## src/rtl/shift_deser_pkg.sv

```systemverilog
// Shared definitions for the shift-left deserializer: FSM state type,
// default word length and the bit-counter width helper.
package shift_deser_pkg;

  localparam int DEFAULT_WIDTH = 8;

  typedef enum logic [1:0] {
    IDLE   = 2'd0,
    SHIFT  = 2'd1,
    PARITY = 2'd2
  } deser_state_t;

  // Counter must hold 0..width inclusive, so it never wraps at a full word.
  function automatic int deser_cnt_width(input int width);
    return $clog2(width + 1);
  endfunction

endpackage

```

## src/rtl/deser_bit_counter.sv

```systemverilog
// Bit counter for the shift-left deserializer. Counts strobed bits of the
// current frame and flags the strobe that brings the count to WIDTH.
module deser_bit_counter
  import shift_deser_pkg::*;
#(
  parameter int WIDTH = DEFAULT_WIDTH
) (
  input  logic clk,
  input  logic rst_n,
  input  logic clear,
  input  logic load_one,
  input  logic inc,
  output logic done
);

  localparam int CW = deser_cnt_width(WIDTH);
  localparam logic [CW-1:0] FULL = CW'(WIDTH);
  localparam logic [CW-1:0] LAST = CW'(WIDTH - 1);

  logic [CW-1:0] count_reg;

  // Load-one wins over clear, clear over increment; saturate at WIDTH.
  always_ff @(posedge clk or negedge rst_n) begin
    if (!rst_n) begin
      count_reg <= '0;
    end else if (load_one) begin
      count_reg <= CW'(1);
    end else if (clear) begin
      count_reg <= '0;
    end else if (inc && (count_reg != FULL)) begin
      count_reg <= count_reg + CW'(1);
    end
  end

  // High on the strobe whose increment makes the count equal WIDTH.
  assign done = inc && (count_reg == LAST);

endmodule

```

## src/rtl/shift_left_deserializer.sv

```systemverilog
// Serial-in/parallel-out receiver for the MSB-first shift-left serializer.
// Optional feature macro: SHIFT_DESER_PARITY_EN adds a trailing even-parity
// bit per frame, received in state PARITY.
module shift_left_deserializer
  import shift_deser_pkg::*;
#(
  parameter int WIDTH = DEFAULT_WIDTH
) (
  input  logic             clk,
  input  logic             rst_n,
  input  logic             si,
  input  logic             sen,
  input  logic             sstart,
  output logic [WIDTH-1:0] q,
  output logic             q_valid,
  output logic             busy,
  output logic             frame_err
);

  // Without parity the final data bit goes straight from si into q, so the
  // shift register only ever needs to hold the first WIDTH-1 bits. With
  // parity the full word must be held while the parity bit is awaited.
`ifdef SHIFT_DESER_PARITY_EN
  localparam int SR_W = WIDTH;
`else
  localparam int SR_W = WIDTH - 1;
`endif

  deser_state_t     state_reg;
  logic [SR_W-1:0]  sr_reg;
  logic [WIDTH-1:0] sr_shift;
  logic [SR_W-1:0]  sr_load;
  logic             cnt_clear;
  logic             cnt_load;
  logic             cnt_inc;
  logic             cnt_done;

  // Shift-left view of the register with the current serial bit appended.
  assign sr_shift[0] = si;
  for (genvar gi = 1; gi < WIDTH; gi++) begin : g_shift
    assign sr_shift[gi] = sr_reg[gi-1];
  end

  // Start-of-frame value: the MSB sits in bit 0, everything else cleared.
  always_comb begin
    sr_load    = '0;
    sr_load[0] = si;
  end

  deser_bit_counter #(
    .WIDTH (WIDTH)
  ) u_cnt (
    .clk      (clk),
    .rst_n    (rst_n),
    .clear    (cnt_clear),
    .load_one (cnt_load),
    .inc      (cnt_inc),
    .done     (cnt_done)
  );

  // Counter control: a start bit reloads to one unless it is the final data
  // bit, where sstart is ignored and the frame completes.
  always_comb begin
    cnt_clear = 1'b0;
    cnt_load  = 1'b0;
    cnt_inc   = 1'b0;
    case (state_reg)
      IDLE: begin
        cnt_load = sen && sstart;
      end
      SHIFT: begin
        cnt_inc  = sen;
        cnt_load = sen && sstart && !cnt_done;
`ifndef SHIFT_DESER_PARITY_EN
        cnt_clear = cnt_done;
`endif
      end
`ifdef SHIFT_DESER_PARITY_EN
      PARITY: begin
        cnt_load  = sen && sstart;
        cnt_clear = sen;
      end
`endif
      default: begin
        cnt_clear = 1'b1;
      end
    endcase
  end

  // Frame FSM with shift register and registered outputs.
  always_ff @(posedge clk or negedge rst_n) begin
    if (!rst_n) begin
      state_reg <= IDLE;
      sr_reg    <= '0;
      q         <= '0;
      q_valid   <= 1'b0;
      busy      <= 1'b0;
      frame_err <= 1'b0;
    end else begin
      q_valid <= 1'b0;
      case (state_reg)
        IDLE: begin
          if (sen && sstart) begin
            sr_reg    <= sr_load;
            busy      <= 1'b1;
            state_reg <= SHIFT;
          end
        end
        SHIFT: begin
          if (sen) begin
            if (cnt_done) begin
`ifdef SHIFT_DESER_PARITY_EN
              sr_reg    <= sr_shift;
              state_reg <= PARITY;
`else
              q         <= sr_shift;
              q_valid   <= 1'b1;
              frame_err <= 1'b0;
              busy      <= 1'b0;
              state_reg <= IDLE;
`endif
            end else if (sstart) begin
              // Early restart: drop the partial word, this bit is the new MSB.
              frame_err <= 1'b1;
              sr_reg    <= sr_load;
            end else begin
              sr_reg <= sr_shift[SR_W-1:0];
            end
          end
        end
`ifdef SHIFT_DESER_PARITY_EN
        PARITY: begin
          if (sen) begin
            if (sstart) begin
              frame_err <= 1'b1;
              sr_reg    <= sr_load;
              state_reg <= SHIFT;
            end else if (si == (^sr_reg)) begin
              q         <= sr_reg;
              q_valid   <= 1'b1;
              frame_err <= 1'b0;
              busy      <= 1'b0;
              state_reg <= IDLE;
            end else begin
              frame_err <= 1'b1;
              busy      <= 1'b0;
              state_reg <= IDLE;
            end
          end
        end
`endif
        default: begin
          busy      <= 1'b0;
          state_reg <= IDLE;
        end
      endcase
    end
  end

endmodule

```

## config.mk

```make
export PLATFORM = sky130hd
export DESIGN_NAME = shift_left_deserializer
export DESIGN_NICKNAME = d
export VERILOG_FILES = /design/src/rtl/shift_deser_pkg.sv /design/src/rtl/deser_bit_counter.sv /design/src/rtl/shift_left_deserializer.sv
export SDC_FILE = /design/constraint.sdc
export NUM_CORES = 1
export LEC_CHECK = 0
export ABC_AREA = 1
export CAP_MARGIN = 20
export CORE_MARGIN = 4
export CORE_UTILIZATION = 51
export CTS_CLUSTER_DIAMETER = 40
export DETAILED_ROUTE_END_ITERATION = 10
export PLACE_DENSITY_LB_ADDON = 0.1
export SYNTH_ARGS = -nofsm -noshare
export SYNTH_HDL_FRONTEND = slang
export SYNTH_SLANG_ARGS = --single-unit
```

## constraint.sdc

```tcl
create_clock -name clk -period 1.8 [get_ports clk]
set_input_delay 0.54 -clock clk [delete_from_list [all_inputs] [get_ports clk]]
set_output_delay 0.54 -clock clk [all_outputs]
set_load 0.02 [all_outputs]
```

; ---- After elaboration in Yosys (flattened, before gate mapping)
; Index checks and enable logic that the tools add are counted.
[word_totals]
reg_bits = 24
latch_bits = 0
ram_bits = 0
mem_bits_ro = 0
input_bits = 5
out_inout_bits = 11
elab_cells = 52
mem_count = 0
[classes]
add_sub_neg = 1
multipliers = 0
n_div = 0
n_lt_le_gt_ge = 0
n_eq_ne = 7
n_shift = 0
mux = 24
n_bitwise = 0
n_reduce_logical = 13
[ops]
columns = operator, n
row1 = $mux 7, 4
row2 = $pmux 7 s2, 1
row3 = $mux 4, 3
row4 = $mux 1, 9
row5 = $reduce_and 3->1, 3
row6 = $ne 2x2->1 const B, 4
row7 = $mux 2, 3
row8 = $pmux 1 s2, 3
row9 = $add 4x1->4 const B, 1
row10 = $eq 4x3->1 const B, 1
row11 = $logic_and 1x1->1, 4
row12 = $ne 4x4->1 const B, 1
row13 = $pmux 2 s2, 1
row14 = $reduce_and 4->1, 1
row15 = $reduce_bool 2->1, 2
row16 = $reduce_bool 3->1, 1
row17 = $eq 2x1->1 const B, 1
row18 = $logic_not 2->1, 1
row19 = $logic_not 1->1, 1

; ---- Longest topological paths before layout
; Gate-level depths: netlist (run 1).
[depth]
ltp_word = 7
depth_mapped = 8
mapped_depth_nobuf = 8

; ---- Cells and area by module
; Synthesis (run 1) repeated with hierarchy kept, for this count alone.
[hier_totals]
cells_unflattened = 124
hier_area_um2 = 1053.5
[by_module_without_submodules]
columns = module, instances, cells_each, area_each_um2, seq_area_each_um2
row1 = shift_left_deserializer, 1, 87, 775.7, 450.4
row2 = deser_bit_counter, 1, 37, 277.8, 100.1

; ---- Worst setup path before layout (run 1)
; Ideal clock, no wire load.
[synth_timing]
path_type = reg2reg
from = register u_cnt.count_reg[0]
to = register sr_reg[4]
setup_ns = 0.117
arrival_time_ns = 1.146
required_ns = 1.683
setup_slack_ns = 0.537
path_stages_with_launch = 9
n_path_buf = 1
synth_period_minus_slack_ns = 1.263
path_cell_list = dfrtp_1 ha_1 nand2_1 inv_1 nand2_4 o21ai_4 buf_8 nand2_2 o21ai_2
[synth_via]
elab_chain_cells = 4
[synth_rtl]
columns = element, line_no
row1 = start: declaration, deser_bit_counter.sv:20  ; logic [CW-1:0] count_reg;
row2 = start signal: assignment, deser_bit_counter.sv:31  ; count_reg <= count_reg + CW'(1);
row3 = $eq 4x3->1, deser_bit_counter.sv:36  ; assign done = inc && (count_reg == LAST);
row4 = $logic_and 1x1->1, deser_bit_counter.sv:36
row5 = $ne 2x2->1 (no source line), --
row6 = $reduce_and 4->1 (no source line), --
row7 = end signal: assignment, shift_left_deserializer.sv:104  ; sr_reg <= sr_load;
row8 = end signal: assignment, shift_left_deserializer.sv:125  ; sr_reg <= sr_load;
row9 = end signal: assignment, shift_left_deserializer.sv:127  ; sr_reg <= sr_shift[SR_W-1:0];
row10 = end: declaration, shift_left_deserializer.sv:30  ; logic [SR_W-1:0] sr_reg;
; No other way between the ends.
; A chain may end at the register's enable or synchronous reset.

; ---- Worst setup path after layout (run 1)
[layout_timing]
from = register busy
to = output busy
[layout_rtl]
columns = element, line_no
row1 = start: declaration, shift_left_deserializer.sv:16  ; output logic busy,
row2 = start signal: assignment, shift_left_deserializer.sv:97  ; busy <= 1'b0;
row3 = start signal: assignment, shift_left_deserializer.sv:105  ; busy <= 1'b1;
row4 = start signal: assignment, shift_left_deserializer.sv:119  ; busy <= 1'b0;
; No word-level cell between the ends.

==> results of run 1 <==
placed cells by master, fill, tap and decap left out:
master | synthesis | routed
dfrtp_1 | 22 | 22
nor2_4 | 1 | 1
xnor2_1 | 1 | 1
clkinv_1 | 1 | 1
a21oi_1 | 2 | 2
inv_1 | 14 | 14
nand2_1 | 46 | 46
nor2_1 | 4 | 4
clkdlybuf4s50_1 | 0 | 4
o21bai_1 | 1 | 1
dlygate4sd2_1 | 0 | 10
buf_12 | 0 | 1
o21ai_0 | 6 | 6
nand2_4 | 1 | 1
ha_1 | 2 | 2
bufinv_16 | 0 | 1
o21ai_1 | 1 | 1
clkbuf_4 | 0 | 3
a22oi_1 | 1 | 1
buf_4 | 0 | 5
o21ai_4 | 1 | 1
nand3_1 | 3 | 3
nand2_2 | 4 | 4
dlymetal6s2s_1 | 0 | 1
o21ai_2 | 3 | 3
nand4_1 | 1 | 1
power by group through the flow:
stage	clock [mW]	combinational (mW)	sequential, mW
2_1_floorplan	0	0.247	0.733
3_5_place_dp	0	0.486	0.689
5_1_grt	0.398	0.504	0.694
6_report	0.383	0.450	0.680
3_3_place_gp	0	0.476	0.687
4_1_cts	0.386	0.455	0.679
final cells by class:
| cell class | instances | area (µm²) | area share |
|---|---|---|---|
| Clock buffer | 3 | 22.52 | 0.01758 |
| Clock inverter | 1 | 30.03 | 0.02344 |
| Inverter | 15 | 56.30 | 0.04395 |
| Multi-Input combinational cell | 78 | 392.9 | 0.3066 |
| Sequential cell | 22 | 550.5 | 0.4297 |
| Tap cell | 25 | 31.28 | 0.02441 |
| Timing Repair Buffer | 21 | 197.7 | 0.1543 |
kinds of logic (layout without fill, tap and decap cells):
group / count (synthesis) / in the layout / synth area share
buffers and inverters: 17 / 40 / 0.07483
adder cells (fa/ha/maj): 2 / 2 / 0.02454
XOR/XNOR: 1 / 1 / 0.008591
AO/OA/AOI/OAI: 15 / 15 / 0.1006
flip-flops: 22 / 22 / 0.5399
AND/OR/NAND/NOR: 60 / 60 / 0.2515
per-stage QoR:
| step | setup WS (ns) | area [µm²] | util |
|---|---|---|---|
| floorplan | 0.5375 | 1020 | - |
| global placement | 0.02718 | 1239 | 0.6875 |
| detailed placement | 0.002270 | 1239 | 0.6875 |
| CTS | 0.004179 | 1279 | 0.7097 |
| global route | 0.1204 | 1281 | 0.7111 |
| finish | 0.1568 | 1281 | 0.7111 |
per-layer routing:
layer	global-route usage	up-vias
met2	0.2583	17
met4	0.08936	0
li1	-	407
met5	0	-
met3	0.02564	5
met1	0.2145	357
worst reg2reg max path: stages, from the launching register on:
cell and delay [ns]:
dfrtp_1 0.45, ha_1 0.24, nand2_1 0.07, inv_1 0.07, nand2_4 0.10, buf_4 0.18
nand3_1 0.10, nand2_1 0.08, nand2_1 0.05
worst paths after layout:
path	endpoint	slack, ns	cells after the start
worst max register to register	u_cnt.count_reg[0]$_DFFE_PN0P_	0.37	8
worst min register to register	q[3]$_DFFE_PN0P_	0.49	2
worst min-delay path	q[3]$_DFFE_PN0P_	0.49	2
worst max-delay path	busy	0.16	1
max in group asynchronous	q[1]$_DFFE_PN0P_	1.02	2
min in group asynchronous	busy$_DFFE_PN0P_	0.55	2
cell usage after synthesis:
master and n:
a21oi_1 2, dfrtp_1 22, o21ai_2 3, nand2_2 4, nand2_4 1, buf_2 1
o21ai_0 6, nor2_1 4, nor2_4 1, o21ai_4 1, inv_1 14, nand4_1 1
ha_1 2, o21ai_1 1, a22oi_1 1, buf_8 1, nand2_1 46, clkinv_1 1
xnor2_1 1, nand3_1 3, o21bai_1 1
==> impl_metrics.csv, run 1 <==
group,metric,value,unit
global_route,grt_pass1_wl,3243,µm
sta,setup_tns,0,ns
critical_path,critical_path_buf_inv_count,1,
power,switching_share,0.3345,
power,power_frac_clock,0.253,
sta,grt_setup_unrepaired,"false",
critical_path,slowest_stage,"dfrtp_1",
placed_design,io_buffers,15,
clocking,postCtsHoldBufs,0,
synth,synth_top_area_frac,0.5399,
cells_and_area,fin_cells,165,
cells_and_area,syn2layout_area_growth,25.64,%
power,power,1.513,mW
power,irDropWorstVdd,896.2,µV
routing,ant_nets,0,
global_route,grt_max_degree,23,
critical_path,max_stage_delay,0.43,ns
synth,yosys_warnings,0,
die,core.rowCount,15,
cells_and_area,largest_reg_flops,8,
critical_path,worstReg2RegStart,"u_cnt.count_reg[0]$_DFFE_PN0P_",
die,die_y,52.72,µm
synth,syn_nets,124,
critical_path,crit_start,"busy$_DFFE_PN0P_",
clocking,cts_tree,"yes",
critical_path,cp-start-kind,"flip-flop",
critical_path,crit_required,1.26,ns
critical_path,path_cells,"dlygate4sd2_1",
power,p_leak,0.7298,nW
global_route,grt_util_all_layers,0.1643,
critical_path,crit_fanout,5,
synth,synth.yosys.seq_area_share,0.5399,
sta,setup_viol,0,
sta,slew_violations,0,
sta,final.period_utilization,0.9129,
routing,first_pass_iters,4,
routing,highest_layer,"met4",
die,die-area,2779,µm²
synth,synth_area_leaders,"dfrtp_1 (54%), nand2_1 (17%), inv_1 (5.2%)",
sta,fin_hold_ws,0.4851,ns
min_path,hold_path_class,"flip-flop to flip-flop",
power,pwr-share-comb,0.297,
job,drv_cap,0,
status,status,"finished clean",
routing,wl_per_cell,11.59,µm
synth,ys_types,21,
sta,worstMarginPinSlew,0.2780,ns
routing,wl_met2,806,µm
routing,num_vias,786,
synth,avgSynthCellArea,8.716,µm²
global_route,grt_pass1_vias,743,
clocking,post_cts_resized,10,
placed_design,gp_congestion,0.8108,
critical_path,crit_family,"flip-flops",
clocking,clkLatencyLatePin,0.32,ns
critical_path,crit_type,"flip-flop to output pin",
die,core_area,1802,µm²
cells_and_area,num_antenna_cells,0,
sta,finalHoldViolations,0,
sta,fin_skew,0.007491,ns
critical_path,cp-end-kind,"output pin",
clocking,clk_pin_slew_worst_paths,0.13,ns
power,netSwitchingPower,0.5061,mW
sta,min_period,1.643,ns
routing,route.detailed.drc,0,
cells_and_area,layout.nets,148,
clocking,cts_sinks,22,
clocking,h-tree-depth,1,
clocking,cts_root_buf,"clkbuf_4",
cells_and_area,drive_gt1_frac,0.1429,
die,ios,16,
min_path,hp-start,"q[3]$_DFFE_PN0P_",
routing,wl_met3,62,µm
power,power_density,1181,nW/µm²
die,die_w,52.72,µm
synth,ys_ff_latch,22,
critical_path,crit_arrival,1.10,ns
synth,syn_area,1020,µm²
clocking,cts_made_buffers,3,
routing,routed_wl,1912,µm
placed_design,dpl.cell_count,161,
synth,synth_top_cell_by_area,"dfrtp_1",
global_route,antenna_found_initial,0,
die,start_util,0.5660,
global_route,gr-total-overflow,0,
power,power_frac_seq,0.449,
routing,m1WireLength,1000,µm
placed_design,dp_hpwl,1382,µm
routing,drt_iter0_drc,11,
power,p_int,1.007,mW
sta,max_freq,0.6086,GHz
clocking,postCtsSetupRepairBufs,0,
cells_and_area,fill_cells,154,
sta,relSlewSlack,0.8147,
synth,synth_cells,117,
routing,post_drt_via_cell_ratio,4.764,
clocking,clock_path_buffers,2,
(Power assumes the default switching activity.)
==> run 2: changes to the inputs <==
CAP_MARGIN = not set   (was 20)
CORE_UTILIZATION = 30   (was 51)
==> impl_metrics.csv, run 2 (synthesis results as in run 1) <==
group,metric,value,unit
global_route,busiest_layer,"met2",
die,die_w,66.30,µm
global_route,grtUsageMet3,0.02891,
die,die-area,4396,µm²
global_route,antenna_found_initial,0,
sta,fin_skew,0.005994,ns
clocking,clkLatencyLatePin,0.31,ns
routing,post_drt_via_cell_ratio,4.144,
job,drv_cap,0,
die,ios,16,
cells_and_area,layout.nets,151,
sta,min_period,1.635,ns
cells_and_area,syn2layout_area_growth,28.22,%
power,power_frac_seq,0.478,
critical_path,cp-end-kind,"output pin",
clocking,cts_made_buffers,3,
placed_design,placed_cell_area,1285,µm²
global_route,gr-total-overflow,0,
sta,grt_setup_unrepaired,"false",
clocking,cts_root_buf,"clkbuf_4",
die,core_area,3153,µm²
routing,num_vias,775,
cells_and_area,mostFrequentLayoutCell,"nand2_1",
clocking,h-tree-depth,1,
routing,first_pass_iters,4,
clocking,cts_sinks,22,
routing,route.detailed.drc,0,
status,status,"finished clean",
routing,drt_iter0_drc,29,
cells_and_area,drive_gt1_frac,0.1608,
power,p_int,0.9142,mW
global_route,grt_util_all_layers,0.1037,
power,irDropWorstVdd,382.0,µV
routing,wl_per_cell,11.09,µm
cells_and_area,final_cell_mix,"nand2_1 (46), dfrtp_1 (22), inv_1 (14)",
placed_design,io_buffers,15,
placed_design,dp_hpwl,1454,µm
critical_path,path_cells,"dlygate4sd2_1",
cells_and_area,fin_area,1308,µm²
critical_path,crit_required,1.26,ns
die,start_util,0.3234,
power,pwr-share-comb,0.324,
power,netSwitchingPower,0.5119,mW
clocking,post_cts_resized,11,
critical_path,crit_family,"flip-flops",
sta,max_freq,0.6115,GHz
cells_and_area,num_antenna_cells,0,
clocking,postCtsSetupRepairBufs,0,
sta,final.period_utilization,0.9085,
global_route,grt_pass1_vias,790,
clocking,cts_tree,"yes",
sta,setup_tns,0,ns
cells_and_area,largest_reg_flops,8,
clocking,postCtsHoldBufs,0,
placed_design,gp_congestion,0.7377,
sta,fin_hold_ws,0.4905,ns
clocking,clock_path_buffers,2,
sta,setup_viol,0,
global_route,met2_usage,0.1599,
sta,slew_violations,0,
sta,finalHoldViolations,0,
die,core.rowCount,20,
critical_path,crit_type,"flip-flop to output pin",
placed_design,pre_cts_ws,0.003347,ns
power,power_frac_clock,0.198,
critical_path,slowest_stage,"dfrtp_1",
critical_path,crit_fanout,5,
global_route,grt_pass1_wl,3532,µm
power,power_density,1091,nW/µm²
global_route,grt_max_degree,23,
clocking,clk_pin_slew_worst_paths,0.13,ns
critical_path,crit_arrival,1.10,ns
min_path,hold_path_class,"flip-flop to flip-flop",
routing,routed_wl,2074,µm
critical_path,critical_path_buf_inv_count,1,
power,p_leak,0.7229,nW
die,die_y,66.30,µm
routing,ant_nets,0,
global_route,met1_usage,0.1436,
sta,relSlewSlack,0.8041,
sta,worst_slack,0.1647,ns
power,switching_share,0.3590,
critical_path,max_stage_delay,0.43,ns
sta,worstMarginPinSlew,0.2938,ns
critical_path,cp-start-kind,"flip-flop",
[run 2: layer usage]
metal / part of all wire / vias up
li1: - / 411
met2: 0.39 / 13
met5: 0 / -
met3: 0.046 / 2
met4: 0.0072 / 0
met1: 0.55 / 349
[run 2: power by group through the flow]
stage / clock, mW / combinational [mW] / sequential (mW)
after detailed placement: 0 / 0.499 / 0.691
after global routing: 0.321 / 0.522 / 0.695
after global placement: 0 / 0.498 / 0.688
final: 0.283 / 0.462 / 0.682
after CTS: 0.293 / 0.470 / 0.680
after floorplan: 0 / 0.247 / 0.733
[run 2: stage by stage]
stage               std cells    util  total power, mW
floorplan                 117       -           0.9802
CTS                       187  0.4147            1.443
finish                    187  0.4147            1.426
detailed placement        183  0.4075            1.190
global route              187  0.4147            1.538
global placement          183  0.4075            1.186
[run 2: path summary, 6_finish.rpt]
check	start	to	slack, ns	depth (start not counted)
hold / removal	q[6]$_DFFE_PN0P_	q[6]$_DFFE_PN0P_	0.49	2
min in group asynchronous	rst_n	q[7]$_DFFE_PN0P_	0.57	2
max in group asynchronous	rst_n	q[0]$_DFFE_PN0P_	1.00	2
hold reg to reg	q[6]$_DFFE_PN0P_	q[6]$_DFFE_PN0P_	0.49	2
setup / recovery	busy$_DFFE_PN0P_	busy	0.16	1
setup reg to reg	u_cnt.count_reg[0]$_DFFE_PN0P_	q[1]$_DFFE_PN0P_	0.34	7
[run 2: layout make-up]
cell class,count,area [µm²]
Clock buffer,4,36.28
Fill cell,341,1846
Inverter,15,56.30
Multi-Input combinational cell,78,392.9
Sequential cell,22,550.5
Tap cell,44,55.05
Timing Repair Buffer,24,216.5
